===== config.mk =====
export PLATFORM = sky130hd
export DESIGN_NAME = i2s_tx_flat
export DESIGN_NICKNAME = d
export VERILOG_FILES = /design/src/rtl/i2s_pkg.sv /design/src/rtl/i2s_tx_if.sv /design/src/rtl/i2s_clk_gen.sv /design/src/rtl/i2s_tx.sv /design/src/flat_wrapper.sv
export SDC_FILE = /design/constraint.sdc
export NUM_CORES = 1
export LEC_CHECK = 0
export ABC_AREA = 0
export BUFFER_PORTS_ARGS = -buffer_cell sky130_fd_sc_hd__buf_2
export CAP_MARGIN = 20
export CORE_MARGIN = 5
export CORE_UTILIZATION = 61
export CTS_CLUSTER_DIAMETER = 120
export DETAILED_ROUTE_END_ITERATION = 6
export HOLD_SLACK_MARGIN = 0.06
export PLACE_DENSITY = 0.84
export SETUP_SLACK_MARGIN = 0.4
export SLEW_MARGIN = 15
export SYNTH_ARGS = -nofsm -noshare
export SYNTH_HDL_FRONTEND = slang
export SYNTH_SLANG_ARGS = --single-unit

===== constraint.sdc =====
create_clock -name CLK -period 5.6 [get_ports CLK]
set_input_delay 0.28 -clock CLK [delete_from_list [all_inputs] [get_ports CLK]]
set_output_delay 0.28 -clock CLK [all_outputs]
set_load 0.02 [all_outputs]

===== src/rtl/i2s_pkg.sv =====
// i2s_pkg: constants and helpers shared by the I2S transmitter, a future receiver and benches.
//   LEFT / RIGHT  : lrclk polarity for the left and right channel slots.
//   frame_cycles(): length of one stereo frame in CLK cycles.
package i2s_pkg;

  localparam logic LEFT  = 1'b0;
  localparam logic RIGHT = 1'b1;

  // Two slots of data_width bits, each bit lasting 2*bclk_half CLK cycles.
  function automatic int unsigned frame_cycles(input int unsigned data_width,
                                               input int unsigned bclk_half);
    return 2 * data_width * 2 * bclk_half;
  endfunction

endpackage


===== src/rtl/i2s_tx_if.sv =====
// i2s_tx_if: stereo sample-pair stream with a valid/ready handshake.
//   x_l, x_r : left/right samples, two's complement
//   valid    : pair is valid (source -> sink)
//   ready    : sink can accept a pair (sink -> source)
interface i2s_tx_if #(
  parameter int unsigned DATA_WIDTH = 32
) ();

  logic [DATA_WIDTH-1:0] x_l;
  logic [DATA_WIDTH-1:0] x_r;
  logic                  valid;
  logic                  ready;

  modport master (output x_l, output x_r, output valid, input ready);
  modport slave  (input x_l, input x_r, input valid, output ready);

endinterface


===== src/rtl/i2s_clk_gen.sv =====
// i2s_clk_gen: bit-clock divider and frame bit counter for the I2S transmitter.
//   CLK, rst : system clock, synchronous active-high reset
//   bclk     : I2S bit clock (registered)
//   fall_c   : strobe, high on the CLK cycle whose edge takes bclk 1->0
//   b_nxt_c  : value the bit counter takes at that falling event
module i2s_clk_gen #(
  parameter int unsigned DATA_WIDTH = 32,
  parameter int unsigned BCLK_HALF  = 4
) (
  input  logic                            CLK,
  input  logic                            rst,
  output logic                            bclk,
  output logic                            fall_c,
  output logic [$clog2(2*DATA_WIDTH)-1:0] b_nxt_c
);

  localparam int unsigned FW = 2 * DATA_WIDTH;
  localparam int unsigned BW = $clog2(FW);
  localparam int unsigned DW = (BCLK_HALF > 1) ? $clog2(BCLK_HALF) : 1;

  logic [DW-1:0] div_cnt;
  logic [BW-1:0] b;
  logic          wrap_c;

  assign wrap_c  = (div_cnt == DW'(BCLK_HALF - 1));
  assign fall_c  = wrap_c && bclk;
  assign b_nxt_c = (b == BW'(FW - 1)) ? '0 : b + BW'(1);

  // Divider, bit clock and bit counter; b resets to the last slot so the
  // first falling event lands on b=0.
  always_ff @(posedge CLK) begin
    if (rst) begin
      div_cnt <= '0;
      bclk    <= 1'b0;
      b       <= BW'(FW - 1);
    end else begin
      if (wrap_c) begin
        div_cnt <= '0;
        bclk    <= ~bclk;
      end else begin
        div_cnt <= div_cnt + DW'(1);
      end
      if (fall_c) begin
        b <= b_nxt_c;
      end
    end
  end

endmodule


===== src/rtl/i2s_tx.sv =====
// i2s_tx: serializes stereo sample pairs into a standard I2S stream.
//   CLK, rst : system clock, synchronous active-high reset
//   in_if    : sample-pair stream (slave side), one-entry holding buffer
//   bclk     : I2S bit clock
//   lrclk    : word select, 0 = left, 1 = right
//   sdata    : serial data, MSB first, one-bit delayed after lrclk
//   underrun : one-cycle pulse when a frame starts with no pair buffered
module i2s_tx
  import i2s_pkg::*;
#(
  parameter int unsigned DATA_WIDTH = 32,
  parameter int unsigned BCLK_HALF  = 4
) (
  input  logic     CLK,
  input  logic     rst,
  i2s_tx_if.slave  in_if,
  output logic     bclk,
  output logic     lrclk,
  output logic     sdata,
  output logic     underrun
);

  localparam int unsigned W  = DATA_WIDTH;
  localparam int unsigned FW = 2 * W;
  localparam int unsigned BW = $clog2(FW);

  logic          fall;
  logic [BW-1:0] b_nxt;
  logic          empty;
  logic [W-1:0]  buf_l;
  logic [W-1:0]  buf_r;
  logic [FW-1:0] sr;
  logic          accept;
  logic          load;

  i2s_clk_gen #(
    .DATA_WIDTH (DATA_WIDTH),
    .BCLK_HALF  (BCLK_HALF)
  ) u_clk_gen (
    .CLK     (CLK),
    .rst     (rst),
    .bclk    (bclk),
    .fall_c  (fall),
    .b_nxt_c (b_nxt)
  );

  // ready comes straight from the buffer-empty flop, never from valid.
  assign in_if.ready = empty;
  assign accept      = in_if.valid && empty;
  assign load        = fall && (b_nxt == BW'(1));

  // Holding buffer: a handshake on the load cycle refills it for the next frame.
  always_ff @(posedge CLK) begin
    if (rst) begin
      empty <= 1'b1;
      buf_l <= '0;
      buf_r <= '0;
    end else begin
      if (accept) begin
        empty <= 1'b0;
        buf_l <= in_if.x_l;
        buf_r <= in_if.x_r;
      end else if (load) begin
        empty <= 1'b1;
      end
    end
  end

  // Shift register, word select, serial data and underrun flag, all moved on
  // falling bclk so they are stable across the receiver's rising-edge sample.
  always_ff @(posedge CLK) begin
    if (rst) begin
      sr       <= '0;
      lrclk    <= LEFT;
      sdata    <= 1'b0;
      underrun <= 1'b0;
    end else begin
      underrun <= 1'b0;
      if (fall) begin
        lrclk <= (b_nxt >= BW'(W)) ? RIGHT : LEFT;
        if (load) begin
          if (empty) begin
            sr       <= '0;
            sdata    <= 1'b0;
            underrun <= 1'b1;
          end else begin
            sr    <= {buf_l, buf_r};
            sdata <= buf_l[W-1];
          end
        end else begin
          sr    <= {sr[FW-2:0], 1'b0};
          sdata <= sr[FW-2];
        end
      end
    end
  end

endmodule


===== src/flat_wrapper.sv =====
// flat-port wrapper written by rule: the top's interface ports become plain ports
module i2s_tx_flat import i2s_pkg::*;
#(
  parameter int unsigned DATA_WIDTH = 32,
  parameter int unsigned BCLK_HALF  = 4
)
  (CLK, rst, bclk, lrclk, sdata, underrun, in_if_x_l, in_if_x_r, in_if_valid, in_if_ready);
  i2s_tx_if #(.DATA_WIDTH(DATA_WIDTH)) in_if_i ();
  input  logic CLK;
  input  logic rst;
  output logic bclk;
  output logic lrclk;
  output logic sdata;
  output logic underrun;
  input wire logic [$bits(in_if_i.x_l)-1:0] in_if_x_l;
  input wire logic [$bits(in_if_i.x_r)-1:0] in_if_x_r;
  input wire logic [$bits(in_if_i.valid)-1:0] in_if_valid;
  output wire logic [$bits(in_if_i.ready)-1:0] in_if_ready;
  assign in_if_i.x_l = in_if_x_l;
  assign in_if_i.x_r = in_if_x_r;
  assign in_if_i.valid = in_if_valid;
  assign in_if_ready = in_if_i.ready;
  i2s_tx #(.DATA_WIDTH(DATA_WIDTH), .BCLK_HALF(BCLK_HALF)) u_core (.CLK(CLK), .rst(rst), .in_if(in_if_i), .bclk(bclk), .lrclk(lrclk), .sdata(sdata), .underrun(underrun));
endmodule

* Yosys cells after proc, flatten, opt, wreduce, memory -nomap -nowiden
Cells that the tools add are included.
** Cells by class
- Add/sub/neg operators :: 2
- Mux-type cells :: 9
- Shift-type cells :: 0
- Order comparisons :: 1
- Bitwise gates (word level) :: 3
- Equality and inequality tests :: 3
- $mul :: 0
- Reduce and logical (&&, ||, !) cells :: 6
- Divide/modulo/power cells :: 0
** Operators with widths (count)
- 63-bit 2-to-1 mux :: 2
- 6-bit by 1-bit adder with 6-bit output, second input constant :: 1
- 6-bit by 1-bit == test with 1-bit output, second input constant :: 1
- 6-bit == test, second input constant :: 1
- 6-bit greater-or-equal comparator, second input constant :: 1
- 1-bit 2-to-1 mux :: 6
- 6-bit 2-to-1 mux :: 1
- 1-bit logical AND :: 3
- 1-bit NOT :: 3
- 3-bit OR reduction :: 1
- 2-bit by 1-bit adder with 2-bit output, second input constant :: 1
- 2-bit == test, second input constant :: 1
- 2-bit nonzero test :: 1
- 2-bit OR reduction :: 1
** Word-level totals
- Output and inout port bits :: 5
- Logic and storage cells :: 34
- RAM bits :: 0
- Bits in read-only memories :: 0
- Memories :: 0
- Input port bits :: 67
- Register bits :: 140
- Latch bits :: 0

* Logic depth before layout (Yosys ltp)
Gate-level depths: netlist of run 1.
- Word-level depth :: 6
- Depth in mapped cells :: 8
- Gate-level depth less buffers :: 6

* Cells and area by module
A second synthesis of run 1 with hierarchy kept.
** Second synthesis, totals
- Cells, all modules :: 717
- Area, all modules :: 5962.0 um^2
** Modules (own cells, without submodules)
- i2s_tx :: instances 1, area an instance 5516.5 um^2, seq. area each 2622.5 um^2, cells each 665
- i2s_clk_gen :: instances 1, area an instance 445.4 um^2, seq. area each 180.2 um^2, cells each 52

* Worst setup path after synthesis of run 1
OpenSTA, ideal clock, no wires.
- Kind :: register -> register
- Start point :: register u_core.u_clk_gen.b[1]
- End point :: register u_core.sr[10]
- Path buffers :: 2
- Data required time :: 5.478 ns
- Clock period less this slack :: 2.218 ns
- Cell stages (with the launch flop) :: 9
- Data arrival time :: 2.097 ns
- Path slack :: 3.382 ns
- Library setup time :: 0.122 ns
- Cell sequence :: dfxtp_1 > ha_1 > nand2_1 > nor3_1 > o2111ai_4 > nor3b_2 > buf_4 > buf_6 > a221o_1
** Between the ends
- Word-level cells in the longest chain between the ends :: 5
- Elaborated cells on any way between the ends :: 6
- Those cells by class :: add/sub: 1; eq/ne: 2; mux: 2; reduce/logical: 1
** RTL lines
- from (decl) :: line i2s_clk_gen.sv:22 : logic [BW-1:0] b;
- from (signal assigned) :: line i2s_clk_gen.sv:35 : b <= BW'(FW - 1);
- from (signal assigned) :: line i2s_clk_gen.sv:44 : b <= b_nxt_c;
- 6-bit by 1-bit adder with 6-bit output / 6-bit == test (equally long branches) :: line i2s_clk_gen.sv:27 : assign b_nxt_c = (b == BW'(FW - 1)) ? '0 : b + BW'(1);
- 6-bit 2-to-1 mux (*) :: line i2s_clk_gen.sv:27
- 6-bit by 1-bit == test with 1-bit output (*) :: line i2s_tx.sv:50 : assign load = fall && (b_nxt == BW'(1));
- 1-bit logical AND (*) :: line i2s_tx.sv:50
- 63-bit 2-to-1 mux (*) :: line i2s_tx.sv:81 : if (load) begin
- to (signal assigned) :: line i2s_tx.sv:87 : sr <= {buf_l, buf_r};
- to (signal assigned) :: line i2s_tx.sv:91 : sr <= {sr[FW-2:0], 1'b0};
- to (decl) :: line i2s_tx.sv:32 : logic [FW-1:0] sr;
Mark *: on every way between the ends. The rest lies on a longest branch, timed or not.
A chain may end at the register's enable or synchronous reset.

* Worst setup path in the final report of run 1
- Start point :: register u_core.u_clk_gen.b[1]
- End point :: register u_core.sr[30]
The elaborated chain is that of the path after synthesis.

==> flow_metrics.tcl, run 1 <==
set metrics [dict create \
    r2r_slack_ns 2.29 \
    hold_violations 0 \
    power_density_nw_per_um2 335 \
    io_buffers 71 \
    critPathSlowestCell "nor4_4" \
    die_area_um2 10600 \
    crit_start "u_core.u_clk_gen.b[1]" \
    postCtsSetupBuffers 0 \
    slowest_delay_ns 0.78 \
    ys_types 38 \
    drc 0 \
    drive_above_1_share_pct 17.3 \
    p_leak_nw 2.82 \
    slew_violations 0 \
    slew_headroom_pct 32.6 \
    grt_first_pass_wirelength_um 20800 \
    ant_nets 0 \
    core_area_um2 8590 \
    syn_to_final_growth_pct 28.6 \
    start_kind "register" \
    synth-seq-cells 140 \
    outcome "finished clean" \
    end_kind "register" \
    min_from "in_if_valid" \
    async_reset_ff_share_pct 0 \
    via_count 4518 \
    ir_drop_mv 0.194 \
    place_hpwl_um 6470 \
    tightest_slew_ns 1.01 \
    setup_viol_count_final 0 \
    wire_per_inst_um 16.2 \
    reg2reg_to "u_core.sr[30]" \
    synth_area_um2 5290 \
    crit_fanout 47 \
    worstHoldPathCells 4 \
    dieHeight_um 103 \
    gp_congestion 0.733 \
    clock_sinks 140 \
    root_buffer "clkbuf_8" \
    ys.flop_type "dfxtp_1" \
    netlist_instances 561 \
    worstPathArrival_ns 3.76 \
    cts_hold_buf 64 \
    setup_tns_ns 0 \
    rsz0062_at_grt "false" \
    cts_resized 0 \
    r2r_cells 7 \
    initial_core_util_pct 61.5 \
    drv_cap 0 \
    holdCritPathClass "in2reg" \
    grt-ovfl-total 0 \
    num_io_pins 72 \
    skew_ns 0.00758 \
    seq_area_frac_synth_pct 53.0 \
    clk_latency_ns 0.52 \
    path_clk_slew_ns 0.06 \
    synth_edf_count 0 \
    grt_pass1_vias 4377 \
    yosys_warnings 0 \
    antenna_found_initial 0 \
    dr.first_iter.drc_count 270 \
    drt-total-wl_um 12900 \
    period_needed_ns 3.31 \
    synth_fp_nets 631 \
    cp_cell_sequence "ha_1 -> nand2_1 -> nor3_1 -> o2111ai_4 -> nor4_4 -> buf_4 -> a221o_1" \
    fmax_mhz 303 \
    avgViaCountPerCell 5.68 \
    critPathRequiredTime_ns 6.05 \
    dr.pass1.iters 5 \
    syn_area_per_cell_um2 9.43 \
    n_antenna_cell 0 \
    grt_use_total_pct 25.4 \
    fin_crit_sh_pct 59.0 \
    critPathKind "reg2reg" \
    fillers 543 \
    cts_tree "yes" \
    p_total_mw 2.28 \
    cts_buffers 17 \
    clock_tree.buffer_depth 2 \
    rows 34 \
    grt_max_degree 81 \
    timing.rr.start "u_core.u_clk_gen.b[1]" \
    fin_nets 745 \
    die_width_um 103 \
    min_delay_worst_endpoint "u_core.in_if.ready" \
    htree_num_levels 4 \
]
-- layout make-up --
cell class	instances	area, um^2	area share (%)
Timing Repair Buffer	139	1040	15.3
Clock inverter	15	164	2.41
Inverter	3	11.3	0.166
Tap cell	108	135	1.99
Sequential cell	140	2800	41.2
Multi-Input combinational cell	374	2240	32.9
Clock buffer	17	414	6.09
-- through the flow --
step	area (um^2)	setup slack, ns	hold WS [ns]	instances	util [%]
floorplan	5290	3.38	0.404	561	-
global placement	5560	2.67	0.412	699	64.7
detailed placement	5560	2.45	0.437	699	64.7
CTS	6780	2.40	0.0703	795	78.9
global route	6800	2.07	0.0988	796	79.2
finish	6800	2.29	0.115	796	79.2
-- report_power, final --
group          internal, mW  switching (mW)
logic                0.0703          0.0723
registers              1.03          0.0196
clock network         0.640           0.448
-- per-layer routing --
| layer | vias up | global-route usage, % | wire length (um) |
|---|---|---|---|
| li1 | 2195 | - | - |
| met1 | 2147 | 31.2 | 5400 |
| met2 | 155 | 43.0 | 6550 |
| met3 | 21 | 6.56 | 750 |
| met4 | 0 | 9.16 | 194 |
| met5 | - | 0 | 0 |
-- cell usage after synthesis (2+ instances only) --
master    count  area (um^2)
ha_1          3         37.5
buf_6        12          135
a221o_1      60          601
a21oi_1      70          350
clkbuf_1     29          109
nor3_1        3         15.0
a31oi_1       2         12.5
nor2_1        6         22.5
a221o_2       3         33.8
dfxtp_1     140         2800
inv_1         3         11.3
nand2_1     138          518
o31ai_1       2         15.0
o21bai_1      2         15.0
and2_1       65          407
-- registers in the layout, indices dropped and copies added (netlist names) --
name                      count
u_core.buf_l                 32
u_core.buf_r                 32
u_core.in_if.ready            1
u_core.lrclk                  1
u_core.sdata                  1
u_core.sr                    63
u_core.u_clk_gen.b            6
u_core.u_clk_gen.bclk         1
u_core.u_clk_gen.div_cnt      2
u_core.underrun               1
-- worst max-delay path: cells and delay by family, from the launching register on --
family                   cells  cell delay [ns]
AND/OR/NAND/NOR              3             1.34
buffers and inverters        1             0.56
flip-flops                   1             0.48
AO/OA/AOI/OAI                2             0.48
adder cells (fa/ha/maj)      1             0.35
-- cells in the final DEF, fill, tap and decap left out, drive strengths merged, types with 2 or more instances in the layout --
cell type,instances
nor3,3
dlygate4sd3,64
a31oi,2
and3,2
o21ai,3
nor2,6
o31ai,2
inv,7
dfxtp,140
clkinv,4
and2,65
bufinv,2
a221o,63
nand2,138
buf,75
o21bai,2
nor3b,2
clkinvlp,5
a21oi,70
clkbuf,17
ha,3
-- cells by family (layout without fill, tap and decap cells) --
| logic type | after synthesis | in the layout | synth area share, % |
|---|---|---|---|
| fa+ha+maj | 3 | 3 | 0.710 |
| simple gates | 225 | 225 | 20.4 |
| xor+xnor | 2 | 2 | 0.331 |
| buf+inv | 47 | 174 | 5.13 |
| flops | 140 | 140 | 53.0 |
| compound gates | 144 | 144 | 20.4 |
-- worst max path at each step --
stage                    end  slack [ns]  cells past startpoint
2_1_floorplan  u_core.sr[10]        3.38                      8
3_3_place_gp    u_core.sr[1]        2.67                      7
3_5_place_dp    u_core.sr[1]        2.45                      7
4_1_cts        u_core.sr[30]        2.40                      7
5_1_grt        u_core.sr[27]        2.07                      7
6_report       u_core.sr[30]        2.29                      7
(Power assumes the default switching activity.)
==> inputs of run 2 (changes only) <==
Settings changed: CORE_UTILIZATION 61 to 57, PLACE_DENSITY 0.84 to 0.79.
Clock period 5.6 ns to 3.3 ns, I/O delays scaled along.
==> run 2 against run 1 <==
Count of clock-buffer cells in the layout is the same. Via count fell by 1.0%. Clock power is 73% higher. Hold slack gained 0.13 ns. Worst setup slack lost 1.5 ns. Sequential power increased by 69%. Largest cell class unchanged. Highest routed layer unchanged.
==> flow_metrics.tcl, run 2 (synthesis gave the netlist of run 1 again) <==
set metrics [dict create \
    outcome "finished clean" \
    tightest_slew_ns 0.799 \
    htree_num_levels 4 \
    wire_per_inst_um 15.5 \
    dr.pass1.iters 5 \
    clock_sinks 140 \
    postCtsSetupBuffers 0 \
    grt-ovfl-total 0 \
    clock_tree.buffer_depth 2 \
    start_kind "register" \
    critPathSlowestCell "dfxtp_1" \
    drc 0 \
    n_antenna_cell 0 \
    root_buffer "clkbuf_8" \
    fillers 626 \
    dieHeight_um 106 \
    worstHoldPathCells 2 \
    instances_no_fill 804 \
    antenna_found_initial 0 \
    mostFrequentLayoutCell "dfxtp_1" \
    dp_cells 707 \
    grt_use_total_pct 22.9 \
    initial_core_util_pct 57.8 \
    die_area_um2 11300 \
    syn_to_final_growth_pct 29.6 \
    min_delay_worst_endpoint "u_core.u_clk_gen.bclk" \
    dp_slack_ns 0.824 \
    final_cell_mix "dfxtp_1, nand2_1, buf_2" \
    place_hpwl_um 6900 \
    regMostFlops "u_core.sr" \
    worstPathArrival_ns 2.90 \
    r2r_slack_ns 0.80 \
    die_width_um 106 \
    cts_tree "yes" \
    critPathKind "reg2reg" \
    skew_ns 0.00840 \
    num_io_pins 72 \
    ant_nets 0 \
    via_count 4473 \
    slowest_delay_ns 0.48 \
    holdCritPathClass "in2reg" \
    core_area_um2 9150 \
    setup_viol_count_final 0 \
    cts_buffers 17 \
    grt_pass1_vias 4550 \
    min_from "rst" \
    crit_fanout 35 \
    cp_cell_sequence "ha_1 -> nand2_1 -> nor3_1 -> o2111ai_4 -> nor3b_4 -> buf_4 -> a221o_2" \
    p_total_mw 3.90 \
    io_buffers 71 \
    drv_cap 0 \
    grt_first_pass_wirelength_um 21000 \
    grt_max_degree 51 \
    multi_input_area_um2 2230 \
    ir_drop_mv 0.443 \
    clk_latency_ns 0.51 \
    rsz0062_at_grt "false" \
    power_density_nw_per_um2 570 \
    drt-total-wl_um 12400 \
    slew_violations 0 \
    slew_headroom_pct 46.7 \
    layout_setup_ws_ns 0.800 \
    reg_top3 "u_core.sr: 63 flops, u_core.buf_l: 32 flops, u_core.buf_r: 32 flops" \
    drive_above_1_share_pct 17.7 \
    cts_resized 0 \
    setup_tns_ns 0 \
    hold_violations 0 \
    p_leak_nw 2.85 \
    r2r_cells 7 \
    critPathRequiredTime_ns 3.70 \
    gp_congestion 0.771 \
    rows 35 \
    avgViaCountPerCell 5.56 \
    end_kind "register" \
    period_needed_ns 2.50 \
    path_clk_slew_ns 0.07 \
    fin_crit_sh_pct 75.7 \
    largest_reg_flops 63 \
    timing.rr.start "u_core.u_clk_gen.b[0]" \
    fmax_mhz 400 \
    dr.first_iter.drc_count 210 \
    fin_nets 750 \
    regArea_um2 2800 \
    reg2reg_to "u_core.sr[62]" \
]
==> run 2: cell types whose count changed in the layout (fill, tap and decap cells not counted), sizes merged <==
| cell | change |
|---|---|
| buf | +4 |
| dlygate4sd3 | +1 |
| clkinvlp | -1 |
| clkinv | -3 |
| inv | +4 |
==> run 2: area by class of cell <==
cell class / count / area share [%]
inverters: 3 / 0.164
clock inverters: 15 / 2.57
flip-flops and latches: 140 / 40.9
repair buffers: 144 / 15.7
multi-input cells: 374 / 32.6
clock buffers: 17 / 6.04
well taps: 111 / 2.03
==> run 2: through the flow <==
stage	util [%]	cell area, um^2	hold slack [ns]
floorplan	-	5290	0.301
global placement	61.1	5590	0.404
detailed placement	61.3	5610	0.412
CTS	74.9	6850	0.244
global route	74.9	6850	0.276
finish	74.9	6850	0.249
==> run 2: how the worst max path moves through the flow <==
stage | startpoint | slack, ns | cells past startpoint | to
floorplan | u_core.u_clk_gen.b[1] | 1.08 | 8 | u_core.sr[10]
global placement | u_core.u_clk_gen.b[0] | 0.92 | 7 | u_core.sr[62]
detailed placement | u_core.u_clk_gen.b[0] | 0.82 | 7 | u_core.sdata
CTS | u_core.u_clk_gen.b[0] | 0.81 | 7 | u_core.sr[62]
global route | u_core.u_clk_gen.b[0] | 0.62 | 7 | u_core.sr[62]
finish | u_core.u_clk_gen.b[0] | 0.80 | 7 | u_core.sr[62]
==> run 2: worst max-delay path: cells and delay by family (launching register included) <==
family,cells,cell delay (ns)
AOI/OAI and AO/OA,2,0.63
adders and majority gates,1,0.34
buffers and inverters,1,0.28
DFF,1,0.48
and+or+nand+nor,3,0.65
==> run 2: per-layer routing <==
layer | vias up | track usage [%] | part of all wire, %
li1 | 2204 | - | -
met1 | 2130 | 27.9 | 44
met2 | 123 | 39.7 | 50
met3 | 16 | 5.04 | 4.9
met4 | 0 | 7.68 | 1.3
met5 | - | 0 | 0
==> run 2: timing repair <==
item                                   CTS  global route
hold buffers                            65             0
setup endpoints to repair                0             0
endpoints found under the hold margin   65             0
==> run 2: report_power, final <==
group	internal, mW	total (mW)	switching, mW
registers	1.74	1.77	0.0302
logic	0.121	0.245	0.124
clock network	1.10	1.89	0.785
total	2.96	3.90	0.940
